$ cat src/rtl/switch_led_debouncer.sv
// switch_led_debouncer: synchronised, debounced slide switches driving registered LEDs
// in direct, toggle-latch, blink-gated or inverted mode.
module switch_led_debouncer #(
    parameter int N_CH              = 6,
    parameter int DEBOUNCE_CYCLES   = 1_000_000,
    parameter int BLINK_HALF_PERIOD = 50_000_000
) (
    input  logic            i_clk,
    input  logic            i_rst,
    input  logic [N_CH-1:0] i_switch,
    input  logic [1:0]      i_mode,
    output logic [N_CH-1:0] o_led,
    output logic [N_CH-1:0] o_sw_stable,
    output logic [N_CH-1:0] o_sw_rise
);
    localparam int CW = $clog2(DEBOUNCE_CYCLES);
    localparam int BW = $clog2(BLINK_HALF_PERIOD);
    localparam logic [CW-1:0] CNT_LAST   = CW'(DEBOUNCE_CYCLES - 1);
    localparam logic [BW-1:0] BLINK_LAST = BW'(BLINK_HALF_PERIOD - 1);

    logic [N_CH-1:0] s1_q, s2_q, stable_q, stable_d, rise_q, tgl_q, led_q, led_d;
    logic [CW-1:0]   cnt_q [N_CH];
    logic [CW-1:0]   cnt_d [N_CH];
    logic [BW-1:0]   blink_q, blink_d;
    logic            phase_q, phase_d;

    // A channel commits only after its synchronised level has differed for a full window.
    always_comb begin
        stable_d = stable_q;
        for (int c = 0; c < N_CH; c++) begin
            cnt_d[c] = '0;
            if (s2_q[c] != stable_q[c]) begin
                cnt_d[c]    = (cnt_q[c] == CNT_LAST) ? '0 : cnt_q[c] + 1'b1;
                stable_d[c] = (cnt_q[c] == CNT_LAST) ? s2_q[c] : stable_q[c];
            end
        end
    end

    always_comb begin
        blink_d = (blink_q == BLINK_LAST) ? '0 : blink_q + 1'b1;
        phase_d = phase_q ^ (blink_q == BLINK_LAST);
        led_d   = (i_mode == 2'b00) ? stable_q :
                  (i_mode == 2'b01) ? tgl_q :
                  (i_mode == 2'b10) ? (stable_q & {N_CH{phase_q}}) : ~stable_q;
    end

    always_ff @(posedge i_clk or posedge i_rst) begin
        if (i_rst) begin
            s1_q     <= '0;
            s2_q     <= '0;
            cnt_q    <= '{default: '0};
            stable_q <= '0;
            rise_q   <= '0;
            tgl_q    <= '0;
            blink_q  <= '0;
            phase_q  <= 1'b0;
            led_q    <= '0;
        end else begin
            s1_q     <= i_switch;
            s2_q     <= s1_q;
            cnt_q    <= cnt_d;
            stable_q <= stable_d;
            rise_q   <= stable_d & ~stable_q;
            tgl_q    <= tgl_q ^ rise_q;
            blink_q  <= blink_d;
            phase_q  <= phase_d;
            led_q    <= led_d;
        end
    end

    assign o_led       = led_q;
    assign o_sw_stable = stable_q;
    assign o_sw_rise   = rise_q;
endmodule

$ cat config.mk
export PLATFORM = sky130hd
export DESIGN_NAME = switch_led_debouncer
export DESIGN_NICKNAME = d
export VERILOG_FILES = /design/src/rtl/switch_led_debouncer.sv
export SDC_FILE = /design/constraint.sdc
export NUM_CORES = 1
export LEC_CHECK = 0
export ABC_AREA = 1
export CELL_PAD_IN_SITES_DETAIL_PLACEMENT = 0
export CELL_PAD_IN_SITES_GLOBAL_PLACEMENT = 1
export CORE_MARGIN = 2
export CORE_UTILIZATION = 48
export CTS_CLUSTER_DIAMETER = 80
export DETAILED_ROUTE_END_ITERATION = 8
export DONT_BUFFER_PORTS = 1
export HOLD_SLACK_MARGIN = 0.1
export PLACE_DENSITY = 0.87
export SYNTH_ARGS = -nofsm -noshare
export SYNTH_HDL_FRONTEND = slang
export SYNTH_SLANG_ARGS = --single-unit
$ cat constraint.sdc
create_clock -name i_clk -period 8.2 [get_ports i_clk]
set_input_delay 1.64 -clock i_clk [delete_from_list [all_inputs] [get_ports i_clk]]
set_output_delay 1.64 -clock i_clk [all_outputs]
set_load 0.01 [all_outputs]
==> summary.txt <==
Global route
  – Via count of the first global-routing pass: about 7600
  – Pin count of the biggest net entering global routing: around 110
  – Aggregate global-route resource usage: 21.3%
  – Leftover overflow at the end of global routing: 0
  – Wire length of the first global-routing pass: between 30000 and 40000 µm
  – Antenna violations before repair: 0

Floorplanning
  – Core region area: between 20000 and 25000 µm²
  – Height of the die: between 100 and 150 µm
  – Die Outline Area: 21500 µm²
  – Number of placement rows: 52
  – Initial cell density of the core: between 40% and 50%
  – Boundary pin count: 28
  – Die Span X: 147 µm

Power
  – Worst supply voltage drop on vdd: roughly 0.00013 V
  – Static leakage: slightly below 5 nW
  – Tot Pwr: between 1.5 and 2 mW
  – Cell Pwr Density: between 150 and 200 nW/µm²

Placement
  – DP Worst Slack: around 5.0 ns
  – Dpl hpwl: ~16000 µm
  – Routability congestion estimate: roughly 0.87
  – Count of buffers inserted at the top-level ports: 0
  – Area after detailed placement: 10100 µm²
  – Placed cell count: about 1600

Clock network
  – H-tree Lvls: 4
  – Total clock sinks: about 180
  – Number of hold-repair buffers added at the cts stage: 0
  – Clock latency at the later pin of the worst-skew pair: ~0.43 ns
  – Cts bufs inserted: 17
  – Post-CTS setup buffers: 0
  – Bufs on Longest Clock Path: 2
  – Quantity of gates resized following cts: 0
  – Clock Pin Slew Worst Setup and Hold Paths: roughly 0.07 ns
  – Buffer cell driving the clock tree root: clkbuf_16
  – Clock tree from TritonCTS: built

Timing
  – Final Critical Period: around 2.6 ns
  – Rel. slew slack: a little over two fifths
  – Final TNS setup: 0 ns
  – Setup violations, final: 0
  – Number of endpoints with negative hold slack in the final report: 0
  – Worst hold margin: roughly 0.34 ns
  – Count of pins over their slew limit: 0
  – Maximum clock frequency: 0.381 GHz
  – Unrepaired setup endpoints after global routing: false
  – Setup clock skew after layout: between 0.009 and 0.01 ns
  – Slew at the pin closest to its max-slew limit: approximately 0.87 ns
  – Setup slack after layout: 5.57 ns
  – Share of the clock period used by the worst path after layout: approximately 32%

Yosys
  – Synth Area in Adders: 0.898%
  – Post-Synthesis Cell Area: 9750 µm²
  – Primary FF master, synth: dfrtp_1
  – Number of distinct standard cells referenced by the synthesized netlist: 32
  – Count of flip-flops with a built-in enable after synthesis: 0
  – Combinational family with the most area after synthesis: simple AND/OR/NAND/NOR gates
  – Flip-flop and latch count after synthesis: roughly 180
  – Number of warnings issued by yosys: 0
  – Share of synthesized area spent on multiplexers: 0%
  – Fraction of the mapped netlist area in compound gates: under 10%
  – Mapped Nets: approximately 1300
  – Avg Synthesized Cell Area: around 7.4 µm²
  – Basic-gate share of the synthesized area counting and, or, nand and nor cells: roughly 35%
  – Post-Synthesis Cells: ~1300
  – Parity-gate share of the synthesized area counting xor and xnor cells: under 10%
  – Register area share after synthesis: roughly 47%
  – Fraction of registers with async set/reset: 100%

Setup path
  – Number of cells on the critical path: 2
  – Worst path max stage delay: 0.82 ns
  – Setup slack, reg-to-reg: 6.37 ns
  – Reg-to-reg critical path endpoint: blink_q[12]$_DFF_PP0_
  – Critical path class: in -> async
  – Worst-path fanout max: approximately 110
  – Cell chain of the critical path: inv_8 -> buf_4
  – Largest delay share family, worst path: buffers and inverters
  – Timing endpoint of the critical path: blink_q[22]$_DFF_PP0_
  – Path depth of the worst reg2reg path: 6
  – Startpoint type of the worst setup path: input pin
  – CP Capture Type: async pin
  – Required time at the endpoint of the critical path: 8.63 ns
  – Worst Setup SP: i_rst
  – Critical path buffers and inverters: 2
  – Data arrival time of the critical path: 3.06 ns
  – Worst flop-to-flop path startpoint: blink_q[0]$_DFF_PP0_
  – Worst-path cell with the longest stage delay: buf_4

Final layout
  – Count of placed standard cells in the final layout, fillers left out: about 1600
  – Area of the multi-input gates: around 4500 µm²
  – Share of final-layout standard cells stronger than drive strength 1: 5.15%
  – Final antenna diode count: 0
  – Final standard cell area without fillers: approximately 11000 µm²
  – Final design utilization: approximately 53%
  – Final-layout fill cell count: between 1500 and 2000
  – FF/Latch Area: 4580 µm²
  – Area added between synthesis and finish: 9.56%
  – Final Net Count: 1345

Route
  – Count of antenna-violating nets left after detailed routing: 0
  – Via/cell ratio: 4.90
  – First-pass DRT Iterations: 5
  – Via Count: between 7000 and 8000
  – Drt total wl: ~21000 µm
  – Initial DRC count: ~500
  – # DRC: 0
  – Routed wire length per instance: 13.3 µm

Worst hold path
  – Worst hold-check path type: reg -> reg

Flow run
  – Max-Cap Viols: 0

Run status
  – Result of the run: finished, final reports clean
## kinds of logic (layout without fill, tap and decap cells)
family | after synthesis | after routing
AO/OA/AOI/OAI | 58 | 58
XOR/XNOR | 75 | 75
adder cells (fa/ha/maj) | 7 | 7
AND/OR/NAND/NOR | 826 | 826
buffers and inverters | 162 | 192
flip-flops | 183 | 183
## worst min-delay path by stage
stage | start | to | slack, ns | cells after the start
after floorplan | s1_q[0]$_DFF_PP0_ | s2_q[0]$_DFF_PP0_ | 0.33 | 0
after global placement | s1_q[3]$_DFF_PP0_ | s2_q[3]$_DFF_PP0_ | 0.33 | 0
after detailed placement | s1_q[3]$_DFF_PP0_ | s2_q[3]$_DFF_PP0_ | 0.34 | 0
after CTS | s1_q[3]$_DFF_PP0_ | s2_q[3]$_DFF_PP0_ | 0.34 | 0
after global routing | s1_q[3]$_DFF_PP0_ | s2_q[3]$_DFF_PP0_ | 0.35 | 0
final | s1_q[3]$_DFF_PP0_ | s2_q[3]$_DFF_PP0_ | 0.34 | 0
## worst reg2reg max path: stages, from the launching register on
cell and delay [ns]:
dfrtp_1 0.38, ha_1 0.29, nand2_2 0.11, nor2_4 0.19
nand4_2 0.15, nor2_4 0.47, nor2_1 0.11
## layout make-up
type	count	share of cell area, %
clock buffer	21	4.31
clock inverter	11	1.38
inverter	159	5.66
multi-input combinational	966	42.5
sequential	183	42.9
tap	270	3.16
timing repair buffer	1	0.0703
## flip-flops by register name (all words and copies together), names as in the netlist
name / flops
s1_q: 6
cnt_q: 120
s2_q: 6
tgl_q: 6
blink_q: 26
o_led: 6
phase_q: 1
o_sw_stable: 6
o_sw_rise: 6
## cell usage after synthesis (2+ instances only)
cell type	number	share of area (%)
o21a_1	3	0.23
dfrtp_1	183	47
xor2_1	45	4.0
nand3_1	103	5.3
and2_1	5	0.32
nand4_1	24	1.5
ha_1	7	0.90
o21ai_0	20	1.0
o21bai_1	8	0.62
o211ai_1	6	0.46
nor3_2	2	0.21
inv_2	4	0.15
inv_1	154	5.9
nor3_1	16	0.82
nor2_4	4	0.46
xnor2_1	28	2.5
nor2_2	16	1.0
nand3b_1	3	0.23
nand2_1	318	12
a21oi_1	21	1.1
nand2_2	6	0.39
nor2_1	325	13
## layout by cell type, fill, tap and decap left out, types with 5 or more instances in the layout
cell type / netlist / layout
nand4_1: 24 / 24
nor3_1: 16 / 16
nor2_1: 325 / 325
nor2_2: 16 / 16
nand3_1: 103 / 103
xnor2_1: 28 / 28
nand2_1: 318 / 318
o21bai_1: 8 / 8
inv_1: 154 / 153
a21oi_1: 21 / 21
o21ai_0: 20 / 20
xor2_1: 45 / 45
clkbuf_16: 0 / 17
dfrtp_1: 183 / 183
and2_1: 5 / 5
o211ai_1: 6 / 6
ha_1: 7 / 7
nand2_2: 6 / 6
## where the power goes
| part | leakage (nW) | switching [mW] | internal (mW) |
|---|---|---|---|
| sequential | 2.49 | 0.0106 | 0.914 |
| clock | 0.286 | 0.349 | 0.497 |
| combinational | 2.06 | 0.0398 | 0.0125 |
| total | 4.84 | 0.400 | 1.42 |
## per-layer routing
layer,share of wire (%),global-route usage (%),vias up
met3,3.9,3.84,26
met1,50,30.6,3626
met2,44,32.8,127
li1,-,-,4113
met5,0,0,-
met4,2.2,7.14,0
Power figures use the tool's default switching activity.
